`src/rtl/mmio_responder.sv`:
```
// Memory-mapped peripheral with a 16-word window: byte TX FIFO, free-running timer with compare, and a level irq.
// Reads return pre-edge state one cycle after the address is sampled.
module mmio_responder #(
    parameter logic [11:0] BASE  = 12'hFF0,
    parameter int          DEPTH = 4
) (
    input  logic        clock,
    input  logic        reset,
    input  logic [11:0] address,
    input  logic [31:0] data,
    input  logic        wren,
    output logic [31:0] q,
    output logic        hit,
    output logic        out_valid,
    output logic [7:0]  out_data,
    input  logic        out_ready,
    output logic        irq
);
    localparam int         PW       = $clog2(DEPTH);
    localparam logic [4:0] FULL_CNT = 5'(DEPTH);

    localparam logic [3:0] OFF_STATUS  = 4'd0;
    localparam logic [3:0] OFF_TXDATA  = 4'd1;
    localparam logic [3:0] OFF_TIMER   = 4'd2;
    localparam logic [3:0] OFF_COMPARE = 4'd3;
    localparam logic [3:0] OFF_CTRL    = 4'd4;

    logic [7:0]    mem [DEPTH];
    logic [PW-1:0] rptr, wptr;
    logic [4:0]    count;
    logic [31:0]   timer, compare;
    logic          irq_en, timer_en;
    logic          match, overflow;

    logic        win, wr, fifo_empty, fifo_full;
    logic        pop, push_req, push, ovf_set, match_set;
    logic        wr_timer, wr_compare, wr_ctrl;
    logic [3:0]  off;
    logic [31:0] rdata;

    assign win        = (address[11:4] == BASE[11:4]);
    assign off        = address[3:0];
    assign wr         = wren && win;
    assign fifo_empty = (count == 5'd0);
    assign fifo_full  = (count == FULL_CNT);

    assign pop        = !fifo_empty && out_ready;
    assign push_req   = wr && (off == OFF_TXDATA);
    // A full FIFO still accepts a push when the head leaves on the same edge.
    assign push       = push_req && (!fifo_full || pop);
    assign ovf_set    = push_req && fifo_full && !pop;
    assign match_set  = timer_en && (timer == compare);
    assign wr_timer   = wr && (off == OFF_TIMER);
    assign wr_compare = wr && (off == OFF_COMPARE);
    assign wr_ctrl    = wr && (off == OFF_CTRL);

    assign out_valid  = !fifo_empty;
    assign out_data   = mem[rptr];
    assign irq        = match && irq_en;

    always_comb begin
        rdata = '0;
        if (win) begin
            case (off)
                OFF_STATUS:  rdata = {22'b0, overflow, match, 1'b0, count, fifo_full, fifo_empty};
                OFF_TIMER:   rdata = timer;
                OFF_COMPARE: rdata = compare;
                OFF_CTRL:    rdata = {30'b0, timer_en, irq_en};
                default:     rdata = '0;
            endcase
        end
    end

    always_ff @(posedge clock or negedge reset) begin
        if (!reset) begin
            for (int i = 0; i < DEPTH; i++) mem[i] <= '0;
            rptr     <= '0;
            wptr     <= '0;
            count    <= '0;
            timer    <= '0;
            compare  <= '1;
            irq_en   <= 1'b0;
            timer_en <= 1'b0;
            match    <= 1'b0;
            overflow <= 1'b0;
            q        <= '0;
            hit      <= 1'b0;
        end else begin
            q   <= rdata;
            hit <= win;

            if (push) begin
                mem[wptr] <= data[7:0];
                wptr      <= wptr + 1'b1;
            end
            if (pop) rptr <= rptr + 1'b1;
            if (push && !pop)      count <= count + 5'd1;
            else if (pop && !push) count <= count - 5'd1;

            if (wr_timer)      timer <= data;
            else if (timer_en) timer <= timer + 32'd1;

            if (wr_compare) compare <= data;

            if (wr_ctrl) begin
                irq_en   <= data[0];
                timer_en <= data[1];
            end

            // Set beats a same-edge write-one-to-clear.
            if (match_set)                match <= 1'b1;
            else if (wr_ctrl && data[8])  match <= 1'b0;

            if (ovf_set)                  overflow <= 1'b1;
            else if (wr_ctrl && data[9])  overflow <= 1'b0;
        end
    end
endmodule

```
`config.mk`:
```
export PLATFORM = sky130hd
export DESIGN_NAME = mmio_responder
export DESIGN_NICKNAME = d
export VERILOG_FILES = /design/src/rtl/mmio_responder.sv
export SDC_FILE = /design/constraint.sdc
export NUM_CORES = 1
export LEC_CHECK = 0
export ABC_AREA = 1
export ABC_CLOCK_PERIOD_IN_PS = 2800
export CORE_MARGIN = 2
export CORE_UTILIZATION = 58
export CTS_BUF_LIST = sky130_fd_sc_hd__clkbuf_4
export DETAILED_ROUTE_END_ITERATION = 6
export GPL_TIMING_DRIVEN = 1
export PLACE_DENSITY_LB_ADDON = 0.1
export SLEW_MARGIN = 40
export SYNTH_ARGS = -nofsm -noshare
export SYNTH_HDL_FRONTEND = slang
export SYNTH_SLANG_ARGS = --single-unit
```
`constraint.sdc`:
```
create_clock -name clock -period 2.8 [get_ports clock]
set_input_delay 0.56 -clock clock [delete_from_list [all_inputs] [get_ports clock]]
set_output_delay 0.56 -clock clock [all_outputs]
set_load 0.05 [all_outputs]
```
== Word level (Yosys, flattened, before mapping) ==
Index checks and enable logic that the tools add are counted.
Word-level totals
  flip-flop bits (word level): 142
  latch bits: 0
  bits in writable memories: 0
  bits in read-only memories: 0
  output and inout bits: 43
  logic and storage cells: 75
  memories kept: 0
Operators by class
  add/sub/neg operators: 5
  multipliers: 0
  divide/modulo/power cells: 0
  order comparisons: 3
  eq/ne operators: 7
  shift-type cells: 0
  multiplexer cells: 16
  bitwise logic cells: 2
  reduce and logical (&&, ||, !) cells: 27
Operators with widths (count)
  $pmux W32 S4: 1
  $mux W32: 3
  $add A32 B1 Y32 const B: 1
  $bwmux W32: 1
  $eq A32 B32 Y1: 1
  $mux W8: 3
  $bmux W8 S2: 1
  $demux W8 S2: 1
  $logic_and A1 B1 Y1: 16
  $mux W5: 2
  $eq A4 B2 Y1 const B: 2
  $eq A8 B8 Y1 const B: 1
  $reduce_bool A2 Y1: 4
  $ge A3 B3 Y1 const B: 2
  $not A2 Y3: 2
  $add A5 B1 Y5 const B: 1
  $eq A5 B3 Y1 const B: 1
  $logic_not A5 Y1: 1
  $sub A5 B1 Y5 const B: 1
  $add A2 B1 Y2 const B: 2
  $eq A4 B1 Y1 const B: 1
  $eq A4 B3 Y1 const B: 1
  $logic_not A1 Y1: 4
  $logic_not A4 Y1: 1
  other kinds (3): 6

== Longest topological paths before layout ==
  word-level depth: 9
  gate-level depth with buffers: 15
  gate-level depth less buffers: 15

== Worst setup path before layout ==
Ideal clock, no wire load.
  path kind: input to register
  start point: input port address[7]
  end point: register count[4]
  data arrival time: 2.431 ns
  setup slack: 0.286 ns
  stages on the path: 15
  path through: nand2_1 -> nor2_1 -> nand2_2 -> nor2_8 -> nand2_4 -> nor2_8 -> ha_1 -> inv_1 -> fa_1 -> nand2_1 -> nand2_1 -> a21oi_1 -> xor2_1 -> nand2_1 -> o21ai_0
Between the ends
  word-level cells in the longest chain between the ends: 7
  elaborated cells between the ends (all ways): 9
Ends and longest elaborated chain
  from (decl): line 9  | input logic [11:0] address,
  $eq A8 B8 Y1 (*): line 41  | assign win = (address[11:4] == BASE[11:4]);
  $logic_and A1 B1 Y1 (*): line 43  | assign wr = wren && win;
  $logic_and A1 B1 Y1 (*): line 48  | assign push_req = wr && (off == OFF_TXDATA);
  $logic_and A1 B1 Y1 (*): line 50  | assign push = push_req && (!fifo_full || pop);
  net push: line 36  | logic pop, push_req, push, ovf_set, match_set;
  $logic_not A1 Y1: line 98  | else if (pop && !push) count <= count - 5'd1;
  $logic_and A1 B1 Y1: line 98
  $reduce_bool A2 Y1 (no line)
  to (signal assigned): line 97  | if (push && !pop) count <= count + 5'd1;
  to (signal assigned): line 98
  to (decl): line 30  | logic [4:0] count;
The timed path passes the listed nets; every way through them passes the cells marked *.
A chain may end at the register's enable or synchronous reset.

== Worst setup path after layout ==
  start point: register rptr[0]
  end point: output port out_data[1]
Between the ends
  word-level cells in the longest chain between the ends: 4
Ends and longest elaborated chain
  from (decl): line 29  | logic [PW-1:0] rptr, wptr;
  from (signal assigned): line 96  | if (pop) rptr <= rptr + 1'b1;
  $not A2 Y3 (implied by the code): line 58  | assign out_data = mem[rptr];
  $bmux W8 S2: line 58
  $mux W8 (implied by the code) (2 in series): line 58
  to (decl): line 15  | output logic [7:0] out_data,
No other way between the ends. The select of a mux whose other input is x is not followed.

==> results.json <==
{
  "synthAdderAreaFrac_pct": 1.74,
  "ys_ff_latch": 142,
  "nNetsFinal": 1156,
  "synth.avg_cell_area_um2": 7.61,
  "wire_per_inst_um": 15.0,
  "drt-pass1-iter-count": 5,
  "finalWirelength_um": 19200,
  "synthCells": 1002,
  "leakage_uw": 0.00421,
  "drt_iter0_drc": 618,
  "ys_warn_count": 0,
  "power.internal_uw": 3040,
  "drive_gt1_share_pct": 11.2,
  "finalClockSkew_ns": 0.0196,
  "crit_arrival_ns": 1.94,
  "swShare_pct": 33.1,
  "area_delta_synth_final_pct": 18.0,
  "seq_area_frac_synth_pct": 47.1,
  "synth_async_sr_flop_share_pct": 100,
  "cts_tree": "done",
  "synth_compound_area_share_pct": 11.2,
  "ir_worst_vdd_mv": 0.551,
  "reg2reg_slack_ns": 0.47,
  "dp_hpwl_um": 13900,
  "dr_total_vias": 6893,
  "start_util_pct": 59.9,
  "fin_crit_ns": 2.50,
  "grt_usage_pct": 28.6,
  "power_density_nw_per_um2": 504,
  "design.die.area_um2": 14100,
  "nFillCells": 1099,
  "die_y_um": 119,
  "remaining_drc_errors": 0,
  "start_kind": "flop",
  "setup.worst_path.class": "flop to output pin",
  "synth_top_family_by_area": "simple AND/OR/NAND/NOR gates",
  "mostFrequentLayoutCell": "nand2_1",
  "maxCapViolCount": 0,
  "cts_root_buf": "clkbuf_4",
  "grt_pass1_vias": 6344,
  "path_cells": "inv_1 > o21ai_0 > o22ai_1 > buf_4",
  "synth_fp_nets": 1060,
  "clk_pin_slew_ns": 0.12,
  "rows": 41,
  "total_power_uw": 4540,
  "rsz0062_at_grt": "no",
  "fmax_mhz": 400,
  "vias_per_cell": 5.37,
  "utilization_pct": 70.7,
  "cp-end-kind": "output pin",
  "netlist-cell-type-count": 42,
  "synth-xor-area-share_pct": 3.33,
  "synth_edf_count": 0,
  "antenna_found_initial": 1,
  "ant_nets": 0,
  "synthMuxAreaShare_pct": 0,
  "clk_latency_ns": 0.57,
  "finalMaxSlewViolations": 0,
  "crit_fanout": 17,
  "status": "completed",
  "power_frac_clock_pct": 27.7,
  "cts_inserted_buffers": 17,
  "die_w_um": 119,
  "p_seq_share_pct": 48.5,
  "hold_class": "primary input to async pin",
  "ys.flop_type": "dfrtp_1",
  "finalNonFillerCells": 1284,
  "grt_pass1_wl_um": 31900,
  "cp_slowest_cell": "dfrtp_1",
  "port_buffers": 90,
  "finalHoldViolCount": 0,
  "synthSimpleGateAreaFrac_pct": 28.9,
  "critPathBufInv": 2,
  "boundaryPins": 91,
  "final_cell_mix": "332 x nand2_1, 110 x dfrtp_1, 101 x inv_1, 87 x nor2_1, 80 x clkdlybuf4s50_1",
  "post_cts_buffers": 0,
  "p_sw_uw": 1500,
  "grt_start_max_net_pins": 59,
  "syn_area_um2": 7630,
  "overflow": 0,
  "worst_pin_slew_ns": 0.764,
  "worstPathRequired_ns": 2.24,
  "cts_buffer_depth": 2,
  "dp.cells": 1250,
  "crit_family": "buffers and inverters",
  "setup_viol": 0,
  "coreArea_um2": 12700,
  "maxSlewHeadroom_pct": 49.0,
  "finalWeightedCongestion": 0.952,
  "p_comb_share_pct": 23.9,
  "period_share_pct": 89.2,
  "cts_sinks": 142,
  "max_stage_delay_ns": 0.39,
  "h-tree-depth": 4
}
==> logic make-up (layout without fill, tap and decap cells) <==
logic type | after synthesis | in the layout
and+or+nand+nor | 523 | 523
other | 0 | 1
xor gates and xnor gates | 29 | 29
DFF | 142 | 142
buffers and inverters | 143 | 252
adders and majority gates | 10 | 10
AOI/OAI and AO/OA | 155 | 155
==> per-stage QoR <==
step / hold WS [ns] / setup TNS (ns) / setup WS [ns] / cell area (µm²)
final: 0.433 / 0 / 0.302 / 9000
after global routing: 0.428 / 0 / 0.181 / 9000
after CTS: 0.410 / 0 / 0.0197 / 8990
after detailed placement: 0.463 / -0.130 / -0.118 / 8720
after global placement: 0.459 / -0.0232 / -0.0232 / 8720
after floorplan: 0.264 / 0 / 0.286 / 7630
==> metal layers <==
| metal | vias to the layer above | GRT usage [%] | part of all wire, % |
|---|---|---|---|
| met5 | - | 0 | 0 |
| met4 | 0 | 8.78 | 1.0 |
| met3 | 21 | 6.27 | 8.4 |
| met2 | 263 | 41.6 | 44 |
| met1 | 3225 | 42.6 | 47 |
| li1 | 3384 | - | - |
==> cells in the mapped netlist (3+ instances only) <==
cell type | n | share of area (%)
a31oi_1 | 3 | 0.25
o21ai_1 | 26 | 1.7
o221ai_1 | 3 | 0.34
nand3_1 | 72 | 4.7
nor3_1 | 5 | 0.33
ha_1 | 9 | 1.5
inv_2 | 3 | 0.15
dfstp_2 | 32 | 11
buf_1 | 3 | 0.15
xor2_1 | 18 | 2.1
buf_2 | 11 | 0.72
nor2_1 | 88 | 4.3
dfrtp_1 | 110 | 36
nand2_1 | 332 | 16
o21ai_2 | 7 | 0.80
inv_1 | 101 | 5.0
a21oi_1 | 38 | 2.5
nand2_4 | 5 | 0.74
buf_6 | 4 | 0.59
clkbuf_1 | 15 | 0.74
nor2_2 | 5 | 0.41
clkbuf_2 | 4 | 0.26
o211ai_1 | 3 | 0.30
xnor2_1 | 11 | 1.3
nand4_1 | 5 | 0.41
o21ai_0 | 55 | 3.6
o22ai_1 | 16 | 1.3
==> power by group through the flow <==
stage,combinational [µW],sequential [µW],clock [µW]
3_3_place_gp,1060,2240,0
3_5_place_dp,1080,2230,0
4_1_cts,1090,2200,1280
6_report,1080,2200,1260
2_1_floorplan,723,2190,0
5_1_grt,1180,2210,1360
==> what timing repair did <==
item / CTS / global route
resized for setup: 0 / 1
endpoints found under the hold margin: 29 / 0
endpoints found under the setup margin: 0 / 1
hold buffers: 1 / 0
==> final timing paths <==
| path | from | endpoint | depth (start not counted) |
|---|---|---|---|
| worst max-delay path | rptr[0] | out_data[1] | 4 |
| worst min-delay path | reset | mem[11] | 2 |
| worst max register to register | count[1] | count[4] | 13 |
| worst min register to register | compare[18] | compare[18] | 2 |
| max in group asynchronous | reset | compare[27] | 3 |
| min in group clock | compare[18] | compare[18] | 2 |
==> layout make-up <==
type	instances	area [µm²]	share of cell area, %
Sequential cell	142	3590	39.9
Multi-Input combinational cell	717	3450	38.3
Timing Repair Buffer	114	1080	12.0
Inverter	106	398	4.42
Tap cell	172	215	2.39
Clock buffer	21	158	1.75
Clock inverter	11	103	1.14
Antenna cell	1	2.50	0.0278
==> sequential cells by signal (all words and copies together), names as in the netlist <==
signal and flops:
compare 32, count 5, hit 1, irq_en 1
match 1, mem 32, overflow 1, q 32
rptr 2, timer 32, timer_en 1, wptr 2
Power figures use the tool's default switching activity.
